## src/rtl/sys_seq.sv

```systemverilog
// Host-side sequencer for the 2x2 systolic array: loads operands, starts the
// array, polls status with timeout and streams the result words back.
module sys_seq #(
    parameter logic [15:0] LOAD_BASE = 16'h0000,
    parameter logic [15:0] CTRL_ADR  = 16'h8000,
    parameter logic [15:0] STAT_ADR  = 16'h8001,
    parameter logic [15:0] RES_BASE  = 16'h4000,
    parameter int unsigned POLL_GAP  = 4,
    parameter int unsigned TIMEOUT   = 255
) (
    input  logic        clk,
    input  logic        rst_n,
    input  logic        s_valid,
    output logic        s_ready,
    input  logic [15:0] s_data,
    output logic        m_valid,
    input  logic        m_ready,
    output logic [15:0] m_data,
    output logic        busy,
    output logic        err,
    output logic        ren,
    output logic [15:0] ibus_radr,
    input  logic [15:0] ibus_rdata,
    output logic        wen,
    output logic [15:0] ibus_wadr,
    output logic [15:0] ibus_wdata
);

    typedef enum logic [3:0] {
        IDLE, LOAD, START, POLL, PWAIT, GAP, READ, RWAIT, OUT, STAT
    } state_t;

    state_t      state_q, state_d;
    logic [7:0]  len_q, len_d;
    logic [3:0]  rcnt_q, rcnt_d;
    logic        go_q, go_d;
    logic        err_q, err_d;
    logic [7:0]  ldx_q, ldx_d;
    logic [3:0]  rdx_q, rdx_d;
    logic        kick_q, kick_d;
    logic [15:0] poll_q, poll_d;
    logic [15:0] gap_q, gap_d;
    logic        wen_q, wen_d;
    logic [15:0] wadr_q, wadr_d;
    logic [15:0] wdata_q, wdata_d;
    logic        m_valid_q, m_valid_d;
    logic [15:0] m_data_q, m_data_d;
    logic        s_fire;

    assign s_ready    = (state_q == IDLE) || (state_q == LOAD);
    assign s_fire     = s_valid && s_ready;
    assign busy       = (state_q != IDLE);
    assign err        = err_q;
    assign ren        = (state_q == POLL) || (state_q == READ);
    assign ibus_radr  = (state_q == POLL) ? STAT_ADR :
                        (state_q == READ) ? RES_BASE + {12'h000, rdx_q} :
                        16'h0000;
    assign wen        = wen_q;
    assign ibus_wadr  = wadr_q;
    assign ibus_wdata = wdata_q;
    assign m_valid    = m_valid_q;
    assign m_data     = m_data_q;

    always_comb begin
        state_d   = state_q;
        len_d     = len_q;
        rcnt_d    = rcnt_q;
        go_d      = go_q;
        err_d     = err_q;
        ldx_d     = ldx_q;
        rdx_d     = rdx_q;
        kick_d    = kick_q;
        poll_d    = poll_q;
        gap_d     = gap_q;
        wen_d     = 1'b0;
        wadr_d    = wadr_q;
        wdata_d   = wdata_q;
        m_valid_d = m_valid_q;
        m_data_d  = m_data_q;
        unique case (state_q)
            IDLE: if (s_fire) begin
                len_d  = s_data[7:0];
                rcnt_d = s_data[11:8];
                go_d   = s_data[15];
                err_d  = 1'b0;
                ldx_d  = 8'h00;
                kick_d = 1'b0;
                if (s_data[7:0] != 8'h00) state_d = LOAD;
                else if (s_data[15])      state_d = START;
            end
            LOAD: if (s_fire) begin
                wen_d   = 1'b1;
                wadr_d  = LOAD_BASE + {8'h00, ldx_q};
                wdata_d = s_data;
                ldx_d   = ldx_q + 8'd1;
                if (ldx_q == len_q - 8'd1)
                    state_d = go_q ? START : IDLE;
            end
            // Two cycles so the registered start write never lands on a poll read.
            START: begin
                if (!kick_q) begin
                    wen_d   = 1'b1;
                    wadr_d  = CTRL_ADR;
                    wdata_d = 16'h0001;
                    kick_d  = 1'b1;
                end else begin
                    poll_d  = 16'h0000;
                    state_d = POLL;
                end
            end
            POLL: begin
                poll_d  = poll_q + 16'd1;
                state_d = PWAIT;
            end
            PWAIT: begin
                if (ibus_rdata[0]) begin
                    rdx_d   = 4'h0;
                    state_d = (rcnt_q != 4'h0) ? READ : STAT;
                end else if (poll_q == 16'(TIMEOUT)) begin
                    err_d   = 1'b1;
                    state_d = STAT;
                end else begin
                    gap_d   = 16'h0000;
                    state_d = GAP;
                end
            end
            GAP: begin
                if (gap_q == 16'(POLL_GAP - 1)) state_d = POLL;
                else gap_d = gap_q + 16'd1;
            end
            READ: state_d = RWAIT;
            RWAIT: begin
                m_data_d  = ibus_rdata;
                m_valid_d = 1'b1;
                state_d   = OUT;
            end
            OUT: if (m_ready) begin
                m_valid_d = 1'b0;
                rdx_d     = rdx_q + 4'd1;
                state_d   = (rdx_q == rcnt_q - 4'd1) ? STAT : READ;
            end
            STAT: begin
                if (!m_valid_q) begin
                    m_valid_d = 1'b1;
                    m_data_d  = {err_q, 7'h00, 4'h0, err_q ? 4'h0 : rcnt_q};
                end else if (m_ready) begin
                    m_valid_d = 1'b0;
                    state_d   = IDLE;
                end
            end
            default: state_d = IDLE;
        endcase
    end

    always_ff @(posedge clk or negedge rst_n) begin
        if (!rst_n) begin
            state_q   <= IDLE;
            len_q     <= 8'h00;
            rcnt_q    <= 4'h0;
            go_q      <= 1'b0;
            err_q     <= 1'b0;
            ldx_q     <= 8'h00;
            rdx_q     <= 4'h0;
            kick_q    <= 1'b0;
            poll_q    <= 16'h0000;
            gap_q     <= 16'h0000;
            wen_q     <= 1'b0;
            wadr_q    <= 16'h0000;
            wdata_q   <= 16'h0000;
            m_valid_q <= 1'b0;
            m_data_q  <= 16'h0000;
        end else begin
            state_q   <= state_d;
            len_q     <= len_d;
            rcnt_q    <= rcnt_d;
            go_q      <= go_d;
            err_q     <= err_d;
            ldx_q     <= ldx_d;
            rdx_q     <= rdx_d;
            kick_q    <= kick_d;
            poll_q    <= poll_d;
            gap_q     <= gap_d;
            wen_q     <= wen_d;
            wadr_q    <= wadr_d;
            wdata_q   <= wdata_d;
            m_valid_q <= m_valid_d;
            m_data_q  <= m_data_d;
        end
    end

endmodule

```

## config.mk

```make
export PLATFORM = sky130hd
export DESIGN_NAME = sys_seq
export DESIGN_NICKNAME = d
export VERILOG_FILES = /design/src/rtl/sys_seq.sv
export SDC_FILE = /design/constraint.sdc
export NUM_CORES = 1
export LEC_CHECK = 0
export BUFFER_PORTS_ARGS = -buffer_cell sky130_fd_sc_hd__buf_2
export CORE_MARGIN = 5
export CORE_UTILIZATION = 55
export CTS_BUF_LIST = sky130_fd_sc_hd__clkbuf_8
export CTS_CLUSTER_SIZE = 20
export DETAILED_ROUTE_END_ITERATION = 7
export HOLD_SLACK_MARGIN = 0.02
export MAX_ROUTING_LAYER = met4
export PLACE_DENSITY = 0.91
export SYNTH_ARGS = -nofsm -noshare
export SYNTH_HDL_FRONTEND = slang
export SYNTH_SLANG_ARGS = --single-unit
export TNS_END_PERCENT = 50
```

## constraint.sdc

```tcl
create_clock -name clk -period 3.5 [get_ports clk]
set_clock_uncertainty 0.2 [all_clocks]
set_input_delay 0.525 -clock clk [delete_from_list [all_inputs] [get_ports clk]]
set_output_delay 0.525 -clock clk [all_outputs]
set_load 0.01 [all_outputs]
```

==> out/qor.csv, run 1 <==
stage;metric;value;unit
power;power per cell area;724;mW/mm²
drt;DRT Pass-1 Iters;4;
die;Row Count;35;
critical_path;required time of the worst setup path;2770;ps
power;maximum resistive drop on vdd;0.457;mV
critical_path;Critical Path Sink Type;output port;
synthesis;share of synthesized area occupied by flip-flops and latches;0.500;
final_layout;share of final-layout standard cells stronger than drive strength 1;0.169;
timing;number of failing setup endpoints in the final timing report;0;
timing;highest clock rate;346;MHz
clocking;CTS H-tree depth;3;
grt;total congestion overflow;0;
critical_path;data arrival time of the critical path;2160;ps
final_layout;Non-Filler Instances;809;
synthesis;Primary FF master, synth;dfrtp_1;
clocking;clock buffers created by TritonCTS;9;
synthesis;mapped cell area;0.00531;mm²
synthesis;synthesized instance count;592;
synthesis;warning count from the yosys run;0;
min_path;worst hold path startpoint;ibus_rdata[12];
timing;Post-Route Setup TNS;0;ps
synthesis;average cell area after synthesis;8.96;µm²
final_layout;area of combinational cells with multiple inputs;0.00246;mm²
drt;detailed-route wire length per cell;15.5;µm
critical_path;depth of the worst register-to-register path;9;
final_layout;filler instances;766;
die;die footprint;0.0117;mm²
drt;DRC errors left;0;
critical_path;setup slack of the worst register-to-register path;770;ps
drt;Vias/cell;5.68;
final_layout;synthesis-to-layout area growth;13.3;%
outcome;result of the run;completed;
final_layout;Post-Layout Inst Area;0.00601;mm²
placed_design;placed wire-length estimate;9320;µm
clocking;clock slew at reported path FFs;100;ps
clocking;source-to-sink clock delay at the later pin of the worst-skew pair;370;ps
timing;number of endpoints with negative hold slack in the final report;0;
grt;number of global-route vias before repair;4400;
power;cell leakage power;0.00297;µW
clocking;cell chosen for the clock root;clkbuf_8;
placed_design;# port buffers;88;
die;Ports;106;
critical_path;Worst setup SP type;flip-flop;
placed_design;post-placement worst setup slack;814;ps
min_path;Hold Path Cell Cnt;2;
clocking;maximum clock path buffer count;2;
drt;iteration-0 DRC count of the detailed router;360;
timing;Slew headroom;0.480;
critical_path;crit path max fanout;14;
timing;min setup slack post-route;610;ps
timing;worst slew pin tran;777;ps
placed_design;number of instances in the placed design;792;
critical_path;CP Class;flip-flop to output port;
min_path;Tightest Hold Check Type;input port to flip-flop;
die;Chip Width;108;µm
synthesis;number of flops mapped to enable cells by yosys;0;
timing;unrepaired setup endpoints after global routing;no;
synthesis;count of cell types in the netlist;55;
final_layout;Reg area;0.00265;mm²
grt;pin count of the biggest net entering global routing;50;
critical_path;worst reg2reg endpoint;ibus_wdata[12]$_DFFE_PN0P_;
final_layout;antenna diode count;0;
die;vertical extent of the die;108;µm
grt;all-layer global routing usage;0.228;
grt;number of antenna violations at the first check in global routing;0;
drt;routed wire length;12600;µm
synthesis;asr flop ratio synth;1.00;
timing;final period utilization;0.826;
run;max-capacitance violation count;0;
clocking;TritonCTS clock tree;done;
drt;post-detailed-route count of antenna-violating nets;0;
drt;via total after detailed routing;4592;
clocking;clock net sink count;106;
min_path;Worst Hold End;m_data[12]$_DFFE_PN0P_;
die;standard cell core area;0.00933;mm²
die;initial core utilization;0.569;
synthesis;number of synthesized register bits;106;
grt;wire length of the first global-routing pass;20900;µm
timing;minimum period implied by the final worst setup slack;2890;ps
critical_path;startpoint of the lowest-slack register-to-register path;state_q[1]$_DFFE_PN0P_;
final_layout;number of nets in the final layout;718;
placed_design;area post-placement;0.00581;mm²
timing;count of pins over their slew limit;0;
placed_design;gp weighted congestion;0.882;
[kinds of logic after synthesis]
logic type,Yosys count,share of synthesized area
mux,4,0.00778
xor+xnor,30,0.0524
buf+inv,50,0.0486
flops,106,0.500
compound gates,116,0.135
fa+ha+maj,7,0.0165
other cells,1,0.000707
simple gates,278,0.239
[repair_timing]
item | 4_1_cts | 5_1_grt
hold endpoints to repair | 46 | 0
gates resized for setup | 0 | 0
setup buffers | 0 | 0
hold buffers | 1 | 0
[cell usage in the layout (no fill, tap or decap), drive strengths merged, types with 2 or more instances in the layout]
master / count
clkbuf: 9
nand2b: 7
nand2: 136
ha: 7
mux2i: 3
nor2b: 4
o21ai: 55
o31ai: 7
conb: 17
nor3: 13
and3: 8
nand4: 11
nor2: 46
and2: 5
a31oi: 3
a21oi: 18
nand3: 25
nor4: 6
dfrtp: 106
xor2: 18
a22o: 12
xnor2: 11
clkinvlp: 2
nor3b: 3
or3: 5
o21a: 2
or4: 4
buf: 95
inv: 14
o211ai: 6
[worst max path at each step]
stage                                      start                          to  cells past startpoint
after detailed placement  state_q[1]$_DFFE_PN0P_  ibus_wdata[12]$_DFFE_PN0P_                      9
final                     state_q[2]$_DFFE_PN0P_                         ren                      4
after global routing      state_q[2]$_DFFE_PN0P_                         ren                      4
after CTS                 state_q[2]$_DFFE_PN0P_                         ren                      4
after floorplan            rcnt_q[0]$_DFFE_PN0P_      state_q[1]$_DFFE_PN0P_                      8
after global placement    state_q[1]$_DFFE_PN0P_  ibus_wdata[15]$_DFFE_PN0P_                      9
[final cells by class]
type | count | share of cell area
multi-input combinational | 452 | 0.409
clock inverter | 7 | 0.0117
timing repair buffer | 96 | 0.0841
tap | 129 | 0.0268
sequential | 106 | 0.441
clock buffer | 9 | 0.0206
inverter | 10 | 0.00624
[cell usage after synthesis, drive strengths merged (2+ instances only)]
master    n  share of area
ha        7          0.017
buf      23          0.029
nand4    11          0.013
or3       5         0.0059
nor2b     4         0.0047
a31oi     3         0.0035
or4       4         0.0057
nor4      6         0.0083
nand3    25          0.024
dfrtp   106           0.50
nor3     13          0.012
nand2   136          0.096
o21ai    55          0.052
nor2     46          0.033
inv      10         0.0071
and2      5         0.0059
clkbuf   17          0.012
xor2     18          0.030
nor3b     3         0.0042
o211ai    6         0.0085
o21a      2         0.0028
a22o     12          0.020
o31ai     7         0.0099
nand2b    7         0.0083
a21oi    18          0.017
xnor2    11          0.018
mux2i     3         0.0057
and3      8         0.0094
[flip-flops by register name (all words and copies together), names as in the netlist]
signal / count
err: 1
gap_q: 16
go_q: 1
ibus_wadr: 9
ibus_wdata: 16
kick_q: 1
ldx_q: 8
len_q: 8
m_data: 16
m_valid: 1
poll_q: 16
rcnt_q: 4
rdx_q: 4
state_q: 4
wen: 1
[per-layer routing]
| layer | wire length (µm) | GRT usage | vias to the layer above | share of wire |
|---|---|---|---|---|
| met2 | 6330 | 0.362 | 181 | 0.50 |
| li1 | - | - | 2183 | - |
| met3 | 763 | 0.0490 | 30 | 0.061 |
| met1 | 5170 | 0.288 | 2198 | 0.41 |
| met5 | 0 | - | - | 0 |
| met4 | 303 | 0.0875 | 0 | 0.024 |
[report_power, final]
| part | internal, µW | total (µW) | switching, µW |
|---|---|---|---|
| sequential | 1630 | 2050 | 419 |
| combinational | 663 | 1550 | 891 |
| clock | 331 | 754 | 422 |
[critical path, cell delays in order, from the launching register on]
cell and delay, ps:
dfrtp_1 550, nor2_2 310, nand3_1 390, o21ai_0 330, buf_2 210
[metrics by stage]
step           hold WS (ps)   util  total power (µW)
2_1_floorplan          29.4      -              3040
3_3_place_gp            255  0.623              3510
3_5_place_dp            262  0.623              3610
4_1_cts                 155  0.645              4360
5_1_grt                 147  0.645              4670
6_report                170  0.645              4360
Power figures use the tool's default switching activity.
==> inputs of run 2 (changes only) <==
==> constraint.sdc (replaced) <==
create_clock -name clk -period 2.95 [get_ports clk]
set_clock_uncertainty 0.2 [all_clocks]
set_input_delay 0.4425 -clock clk [delete_from_list [all_inputs] [get_ports clk]]
set_output_delay 0.4425 -clock clk [all_outputs]
set_load 0.01 [all_outputs]
==> run 2 against run 1 <==
Net effect:
- clock power up 25%
- register-to-register slack got worse by 430 ps
- non-clock buffer count grew 1
- critical path type unchanged
- sequential power up 19%
- critical endpoint is now ibus_radr[3]
- via count up 1.1%
- final cell count rose by 0.12%
- power up 20%
- routed wire length rose by 2.3%
- die area did not move
- critical path depth stayed put
- sequential share of layout area fell by 0.26 points
- setup slack lost 300 ps
==> out/qor.csv, run 2 (synthesis gave the netlist of run 1 again) <==
stage;metric;value;unit;change
drt;DRT Pass-1 Iters;5;;+1
timing;unrepaired setup endpoints after global routing;no;;
grt;grt met2 use;0.385;;+0.0231
min_path;worst hold path startpoint;s_data[13];;
power;maximum resistive drop on vdd;0.429;mV;-6.1%
critical_path;CP Class;flip-flop to output port;;
critical_path;slowest library cell on the worst path;dfrtp_1;;
critical_path;worst-path cell chain;nand2b_1 -> nor2_1 -> and2_1 -> buf_2;;
placed_design;placed wire-length estimate;9320;µm;about the same
min_path;Hold Path Cell Cnt;3;;+1
final_layout;area of combinational cells with multiple inputs;0.00246;mm²;unchanged
final_layout;most common library cell in the layout ignoring fill and taps;nand2_1;;
critical_path;critical path's top delay family;simple AND/OR/NAND/NOR gates;;
clocking;TritonCTS clock tree;done;;
drt;post-detailed-route count of antenna-violating nets;0;;unchanged
grt;all-layer global routing usage;0.238;;+0.00977
clocking;CTS H-tree depth;3;;unchanged
timing;final period utilization;0.896;;
die;die footprint;0.0117;mm²;unchanged
min_path;Worst Hold End;ibus_wdata[13]$_DFFE_PN0P_;;
critical_path;required time of the worst setup path;2310;ps;-460 ps
clocking;CTS resizes;0;;unchanged
timing;highest clock rate;378;MHz;
final_layout;commonest cells after routing, fill and taps aside;136 x nand2_1, 106 x dfrtp_1, 87 x buf_2;;
die;vertical extent of the die;108;µm;unchanged
grt;pin count of the biggest net entering global routing;65;;+30%
clocking;clock slew at reported path FFs;110;ps;about the same
die;standard cell core area;0.00933;mm²;unchanged
grt;number of global-route vias before repair;4549;;+3.4%
die;Row Count;35;;unchanged
run;max-capacitance violation count;0;;unchanged
drt;via total after detailed routing;4641;;+1.1%
critical_path;Critical Path Sink Type;output port;;
clocking;cell chosen for the clock root;clkbuf_8;;
power;cell leakage power;0.00298;µW;+0.34%
critical_path;startpoint of the lowest-slack register-to-register path;state_q[1]$_DFFE_PN0P_;;
die;Ports;106;;unchanged
final_layout;share of final-layout standard cells stronger than drive strength 1;0.173;;+0.00416
die;initial core utilization;0.569;;unchanged
final_layout;synthesis-to-layout area growth;14.0;%;
die;Chip Width;108;µm;unchanged
critical_path;setup slack of the worst register-to-register path;340;ps;-430 ps
grt;total congestion overflow;0;;unchanged
final_layout;filler instances;742;;-3.1%
critical_path;depth of the worst register-to-register path;7;;-2
clocking;source-to-sink clock delay at the later pin of the worst-skew pair;370;ps;about the same
placed_design;gp weighted congestion;0.931;;+5.5%
clocking;maximum clock path buffer count;2;;unchanged
drt;detailed-route wire length per cell;15.9;µm;+2.2%
critical_path;data arrival time of the critical path;2000;ps;-160 ps
timing;Slew headroom;0.453;;-0.0269
grt;met3 demand-to-capacity share in global routing;0.0442;;-0.00478
timing;Post-Route Setup TNS;0;ps;unchanged
placed_design;# port buffers;88;;unchanged
critical_path;delay of the slowest cell on the worst path;730;ps;+180 ps
power;power per cell area;866;mW/mm²;+20%
grt;number of antenna violations at the first check in global routing;0;;unchanged
final_layout;antenna diode count;0;;unchanged
timing;number of endpoints with negative hold slack in the final report;0;;unchanged
critical_path;crit path max fanout;20;;+6
final_layout;number of nets in the final layout;719;;+0.14%
clocking;clock net sink count;106;;unchanged
critical_path;worst reg2reg endpoint;ibus_wdata[7]$_DFFE_PN0P_;;
min_path;Tightest Hold Check Type;input port to flip-flop;;
grt;grt peak-use layer;met2;;
critical_path;Buf+Inv Stages, Crit Path;1;;unchanged
critical_path;Worst setup SP type;flip-flop;;
grt;global routing met1 resource utilization;0.299;;+0.0111
clocking;clock buffers created by TritonCTS;9;;unchanged
power;Design Power;5240;µW;+20%
timing;worst slew pin tran;820;ps;+43.1 ps
outcome;result of the run;completed;;
timing;number of failing setup endpoints in the final timing report;0;;unchanged
timing;count of pins over their slew limit;0;;unchanged
drt;Vias/cell;5.73;;+0.94%
final_layout;Reg area;0.00265;mm²;unchanged
timing;minimum period implied by the final worst setup slack;2640;ps;
grt;wire length of the first global-routing pass;21700;µm;+4.0%
drt;iteration-0 DRC count of the detailed router;315;;-13%
critical_path;worst setup path startpoint;state_q[1]$_DFFE_PN0P_;;
drt;routed wire length;12900;µm;+2.3%
drt;DRC errors left;0;;unchanged
==> run 2: changes by cell type in the layout (fill, tap and decap cells not counted), sizes merged <==
cell | previous run | this run
buf | 95 | 96
clkinv | 0 | 2
inv | 14 | 12
==> run 2: worst max path at each step <==
stage,endpoint,cells past startpoint
after floorplan,state_q[1]$_DFFE_PN0P_,8
after global placement,ibus_wadr[1]$_DFFE_PN0P_,6
after detailed placement,ibus_wdata[7]$_DFFE_PN0P_,7
after CTS,ibus_radr[3],4
after global routing,ibus_radr[0],5
final,ibus_radr[3],4
==> run 2: area by class of cell <==
| type | count | area share |
|---|---|---|
| Timing Repair Buffer | 97 | 0.0869 |
| Sequential cell | 106 | 0.439 |
| Multi-Input combinational cell | 452 | 0.407 |
| Clock buffer | 9 | 0.0205 |
| Tap cell | 129 | 0.0267 |
| Inverter | 10 | 0.00621 |
| Clock inverter | 7 | 0.0141 |
==> run 2: per-stage QoR <==
step | util | hold WS, ps | instances | cell area, µm² | worst slack (ps)
floorplan | - | -53.1 | 608 | 5370 | 851
global placement | 0.625 | 255 | 793 | 5830 | 631
detailed placement | 0.625 | 264 | 793 | 5830 | 446
CTS | 0.648 | 72.2 | 810 | 6050 | 334
global route | 0.648 | 64.5 | 810 | 6050 | 91.2
finish | 0.648 | 79.9 | 810 | 6050 | 307
==> run 2: power breakdown <==
| part | internal [µW] | switching [µW] | total, µW |
|---|---|---|---|
| clock network | 407 | 533 | 940 |
| registers | 1930 | 507 | 2440 |
| logic | 791 | 1070 | 1860 |
| total | 3130 | 2110 | 5240 |
==> run 2: what timing repair did <==
action | CTS | global route
hold buffers | 1 | 0
hold endpoints to repair | 62 | 0
buffers inserted | 0 | 0
==> run 2: worst min-delay path, delay by kind of cell <==
| family | cells | cell delay [ps] |
|---|---|---|
| AND/OR/NAND/NOR | 2 | 110 |
| buffers and inverters | 1 | 80 |
==> run 2: layer usage <==
metal | wire length [µm] | share of wire
met5 | 0 | 0
met4 | 396 | 0.031
met3 | 743 | 0.058
met2 | 6540 | 0.51
met1 | 5190 | 0.40
